==> config.mk <==
export PLATFORM = sky130hd
export DESIGN_NAME = axis_burst_arbiter
export DESIGN_NICKNAME = d
export VERILOG_FILES = /design/src/rtl/axis_burst_arbiter.sv
export SDC_FILE = /design/constraint.sdc
export NUM_CORES = 1
export LEC_CHECK = 0
export ABC_AREA = 1
export CAP_MARGIN = 20
export CORE_AREA = 2 2 261 263
export DETAILED_ROUTE_END_ITERATION = 12
export DIE_AREA = 0 0 263 265
export GPL_TIMING_DRIVEN = 0
export SLEW_MARGIN = 20
export SYNTH_ARGS = -nofsm -noshare
export SYNTH_HDL_FRONTEND = slang
export SYNTH_SLANG_ARGS = --single-unit
==> constraint.sdc <==
create_clock -name aclk -period 2.3 [get_ports aclk]
set_input_delay 0.575 -clock aclk [delete_from_list [all_inputs] [get_ports aclk]]
set_output_delay 0.575 -clock aclk [all_outputs]
set_load 0.01 [all_outputs]
==> src/rtl/axis_burst_arbiter.sv <==
// Round-robin arbiter sharing one AXI4-Stream channel among NUM_PORTS sources.
// Each grant carries one fixed-length burst of cfg_data+1 beats, framed by m_axis_tlast.
module axis_burst_arbiter #(
  parameter int AXIS_TDATA_WIDTH = 128,
  parameter int NUM_PORTS        = 4,
  parameter int CNTR_WIDTH       = 16,
  localparam int PORT_WIDTH      = $clog2(NUM_PORTS)
) (
  input  logic                                  aclk,
  input  logic                                  aresetn,
  input  logic [CNTR_WIDTH-1:0]                 cfg_data,
  input  logic [NUM_PORTS*AXIS_TDATA_WIDTH-1:0] s_axis_tdata,
  input  logic [NUM_PORTS-1:0]                  s_axis_tvalid,
  output logic [NUM_PORTS-1:0]                  s_axis_tready,
  output logic [AXIS_TDATA_WIDTH-1:0]           m_axis_tdata,
  output logic                                  m_axis_tvalid,
  input  logic                                  m_axis_tready,
  output logic                                  m_axis_tlast,
  output logic [PORT_WIDTH-1:0]                 sts_grant
);

  typedef enum logic [0:0] {
    ST_IDLE  = 1'b0,
    ST_BURST = 1'b1
  } state_t;

  state_t                  state_q, state_d;
  logic [PORT_WIDTH-1:0]   grant_q, grant_d;
  logic [PORT_WIDTH-1:0]   last_q, last_d;
  logic [CNTR_WIDTH-1:0]   len_q, len_d;
  logic [CNTR_WIDTH-1:0]   cntr_q, cntr_d;

  logic [PORT_WIDTH-1:0]   winner_s;
  logic [PORT_WIDTH-1:0]   cand_s;
  logic                    found_s;
  logic [AXIS_TDATA_WIDTH-1:0] slice_s [NUM_PORTS];

  for (genvar k = 0; k < NUM_PORTS; k++) begin : g_slice
    assign slice_s[k] = s_axis_tdata[k*AXIS_TDATA_WIDTH +: AXIS_TDATA_WIDTH];
  end

  assign sts_grant = grant_q;

  // Round-robin search starting just after the previous winner, wrapping at NUM_PORTS.
  always_comb begin
    winner_s = last_q;
    cand_s   = last_q;
    found_s  = 1'b0;
    for (int i = 1; i <= NUM_PORTS; i++) begin
      cand_s = PORT_WIDTH'((int'(last_q) + i) % NUM_PORTS);
      if (!found_s && s_axis_tvalid[cand_s]) begin
        winner_s = cand_s;
        found_s  = 1'b1;
      end else begin
        found_s  = found_s;
      end
    end
  end

  // Next-state and output decode; the granted data path is purely combinational.
  always_comb begin
    state_d       = state_q;
    grant_d       = grant_q;
    last_d        = last_q;
    len_d         = len_q;
    cntr_d        = cntr_q;
    s_axis_tready = {NUM_PORTS{1'b0}};
    m_axis_tdata  = {AXIS_TDATA_WIDTH{1'b0}};
    m_axis_tvalid = 1'b0;
    m_axis_tlast  = 1'b0;
    case (state_q)
      ST_IDLE: begin
        if (found_s) begin
          grant_d = winner_s;
          len_d   = cfg_data;
          cntr_d  = {CNTR_WIDTH{1'b0}};
          state_d = ST_BURST;
        end else begin
          state_d = ST_IDLE;
        end
      end
      ST_BURST: begin
        m_axis_tdata           = slice_s[grant_q];
        m_axis_tvalid          = s_axis_tvalid[grant_q];
        s_axis_tready[grant_q] = m_axis_tready;
        m_axis_tlast           = (cntr_q == len_q);
        if (m_axis_tvalid && m_axis_tready) begin
          if (m_axis_tlast) begin
            // Comparing against len_q rather than incrementing keeps a max-length burst from wrapping.
            cntr_d  = {CNTR_WIDTH{1'b0}};
            last_d  = grant_q;
            state_d = ST_IDLE;
          end else begin
            cntr_d  = cntr_q + CNTR_WIDTH'(1);
          end
        end else begin
          cntr_d = cntr_q;
        end
      end
      default: begin
        state_d = ST_IDLE;
      end
    endcase
  end

  // State registers with synchronous active-low reset.
  always_ff @(posedge aclk) begin
    if (!aresetn) begin
      state_q <= ST_IDLE;
      grant_q <= {PORT_WIDTH{1'b0}};
      last_q  <= PORT_WIDTH'(NUM_PORTS - 1);
      len_q   <= {CNTR_WIDTH{1'b0}};
      cntr_q  <= {CNTR_WIDTH{1'b0}};
    end else begin
      state_q <= state_d;
      grant_q <= grant_d;
      last_q  <= last_d;
      len_q   <= len_d;
      cntr_q  <= cntr_d;
    end
  end

endmodule

==> results.sh <==
export IMPL_hold_path_class="register to register"
export IMPL_sequential_cell_area_fraction_in_the_yosys_report_pct=13.5
export IMPL_timing_max_transition_violations_final=0
export IMPL_synthDominantCellAreaShare_pct=17.5
export IMPL_max_clock_path_buffers=2
export IMPL_maxSlewHeadroom_pct=60.6
export IMPL_worst_ep_arrival_time_ns=2.04
export IMPL_post_synth_cell_area_avg_um2=5.63
export IMPL_worstPathMaxFanout=7
export IMPL_clock_root_buffer="clkbuf_16"
export IMPL_failed_checks="negative setup slack"
export IMPL_grt_ovfl_total=0
export IMPL_rsz_0062_raised_after_global_routing="yes"
export IMPL_cp_end_kind="primary output"
export IMPL_cap_violations=0
export IMPL_routed_via_count=11300
export IMPL_design_core_area_mm2=0.0668
export IMPL_period_needed_ns=2.61
export IMPL_die_h_um=265
export IMPL_preCtsSetupSlack_ns=-1.72
export IMPL_synth_cell_type_count=33
export IMPL_timing_final_ws_setup_ns=-0.312
export IMPL_mapped_area_mm2=0.00550
export IMPL_netlist_top_cells_area="a22oi_1 (17%), nand2_1 (16%), nand3_1 (15%), a31oi_1 (15%), dfxtp_1 (13%)"
export IMPL_worst_slew_pin_slew_ns=0.591
export IMPL_detailedPlacementHpwl_um=58400
export IMPL_worst_skew_pair_late_latency_ns=0.28
export IMPL_clkSlewWorstSetupHoldPaths_ns=0.06
export IMPL_ys_async_sr_fraction_pct=0
export IMPL_static_leakage_power_nw=6.10
export IMPL_die_width_um=263
export IMPL_die_area_mm2=0.0697
export IMPL_worst_hold_slack_ns=0.500
export IMPL_post_synth_top_count_cell="nand2_1"
export IMPL_grt_first_pass_wirelength_um=91000
export IMPL_yosys_warnings=0
export IMPL_wl_um=71100
export IMPL_final_fill_count=7311
export IMPL_vdd_ir_drop_worst_uv=372
export IMPL_fin_total_pwr_mw=5.57
export IMPL_crit_type="register to primary output"
export IMPL_final_layout_size_suffix_gt1_share_pct=34.6
export IMPL_placement_io_buffers=669
export IMPL_fin_skew_ns=0.00737
export IMPL_predominant_post_synthesis_flop_cell="dfxtp_1"
export IMPL_core_rowCount=95
export IMPL_area_growth_syn_to_layout_pct=213
export IMPL_number_of_placed_i_o_pins=671
export IMPL_start_kind="register"
export IMPL_num_cts_buffers=5
export IMPL_postCtsHoldBufs=0
export IMPL_num_nets_final=2272
export IMPL_grt_start_max_net_pins=13
export IMPL_critical_path_required_ns=1.73
export IMPL_final_cycle_utilization_of_the_critical_path_pct=114
export IMPL_synth_largest_area_cell="a22oi_1"
export IMPL_fin_util_pct=25.8
export IMPL_place_congestion=0.949
export IMPL_synth_edf_count=0
export IMPL_power_density_mw_per_mm2=323
export IMPL_synthTopCellsByCount="nand2_1 (237), nand3_1 (162), a22oi_1 (128), a31oi_1 (128), nor2_1 (66)"
export IMPL_detail_route_drc_violations=0
export IMPL_vias_in_the_first_global_route=10800
export IMPL_tritoncts_num_sinks=37
export IMPL_synthCells=977
export IMPL_hold_violations=0
export IMPL_syn_num_nets=1513
export IMPL_ctsHtreeMaxLevel=2
export IMPL_run_status="finished with violations"
export IMPL_tritoncts="built"
export IMPL_max_clock_freq_ghz=0.383
export IMPL_wl_per_cell_um=27.1
export IMPL_detail_route_iter0_violations=872
export IMPL_postSynthRegisterBits=37
export IMPL_total_routing_usage_reported_by_global_routing_pct=18.9
export IMPL_number_of_detailed_route_iterations_in_the_first_pass=5
export IMPL_starting_utilization_of_the_core_area_pct=8.23
export IMPL_drtAntennaViolNets=0
export IMPL_vias_per_cell=4.32
export IMPL_number_of_antenna_violations_at_the_first_check_in_global_routing=42
export IMPL_setup_violations_final=127
report_power, final:
| group | switching [mW] | total [mW] | internal (mW) |
|---|---|---|---|
| Clock | 0.271 | 0.890 | 0.619 |
| Combinational | 1.84 | 3.97 | 2.13 |
| Sequential | 0.0366 | 0.708 | 0.671 |
| Total | 2.15 | 5.57 | 3.42 |
worst max-delay path: stages (launching register included):
cell and delay [ns]:
dfxtp_4 0.42, buf_12 0.13, nand2_8 0.05, clkinvlp_4 0.11, buf_6 0.11, buf_12 0.15
buf_12 0.12, buf_12 0.13, buf_12 0.11, nand2_8 0.06, a31oi_4 0.20, buf_6 0.13
repair_timing:
| action | 4_1_cts | 5_1_grt |
|---|---|---|
| pin swaps | 58 | 108 |
| endpoints found under the setup margin | 134 | 134 |
| gates resized for setup | 939 | 447 |
| gates cloned | 7 | 10 |
| buffers inserted | 38 | 42 |
through the flow:
stage | cell area, um^2 | std cells | setup TNS, ns
finish | 17200 | 2620 | -25.17
floorplan | 5500 | 977 | 0
global route | 17200 | 2615 | -32.86
global placement | 13300 | 2519 | -168.29
detailed placement | 13300 | 2519 | -152.45
CTS | 15500 | 2571 | -35.60
worst paths after layout:
kind | slack (ns) | end | cells after the start | from
worst max register to register | 0.22 | cntr_q[0] | 11 | sts_grant[1]
worst max-delay path | -0.31 | m_axis_tdata[8] | 11 | sts_grant[1]
worst min-delay path | 0.50 | len_q[4] | 2 | len_q[4]
worst min register to register | 0.50 | len_q[4] | 2 | len_q[4]
cell usage in the layout (no fill, tap or decap), types with 17 or more instances in the layout:
master / synthesis / layout
a31oi_4: 0 / 45
buf_6: 4 / 74
buf_2: 20 / 71
dfxtp_1: 37 / 23
buf_8: 0 / 18
a31oi_1: 128 / 65
buf_4: 1 / 45
a22oi_1: 128 / 22
nand2_1: 237 / 184
nand2_4: 1 / 19
nand2_2: 2 / 28
nor2_1: 66 / 62
nand3_2: 1 / 17
clkbuf_16: 0 / 28
a21oi_1: 19 / 19
buf_12: 0 / 39
clkdlybuf4s50_1: 0 / 535
a22oi_2: 0 / 106
inv_1: 41 / 37
a31oi_2: 0 / 18
o21ai_0: 22 / 22
nand3_1: 162 / 136
state kept, by name, summed over array words and instances (netlist names):
name and count:
len_q 16, state_q 1, sts_grant 2, last_q 2, cntr_q 16
per-layer routing:
metal / vias to the layer above / share of wire [%] / GRT usage (%)
li1: 5099 / - / -
met1: 5333 / 40 / 23.2
met2: 721 / 47 / 31.7
met3: 132 / 11 / 7.01
met4: 24 / 2.2 / 3.01
met5: - / 0.20 / 0
cells by family (layout without fill, tap and decap cells):
group | after synthesis | count (layout) | synth area share (%)
buf+inv | 144 | 904 | 10.9
flops | 37 | 37 | 13.5
simple gates | 484 | 484 | 37.8
compound gates | 307 | 307 | 36.9
other cells | 0 | 10 | 0
fa+ha+maj | 1 | 1 | 0.227
xor+xnor | 4 | 4 | 0.637
final cells by class:
class	instances	area [um^2]	area share, %
Antenna cell	10	25.0	0.145
Sequential cell	37	763	4.43
Clock buffer	5	125	0.726
Timing Repair Buffer	758	7640	44.3
Buffer	90	1260	7.33
Clock inverter	3	65.1	0.378
Tap cell	873	1090	6.34
Inverter	48	198	1.15
Multi-Input combinational cell	796	6060	35.2
No activity file was read; power rests on OpenSTA's default activity.
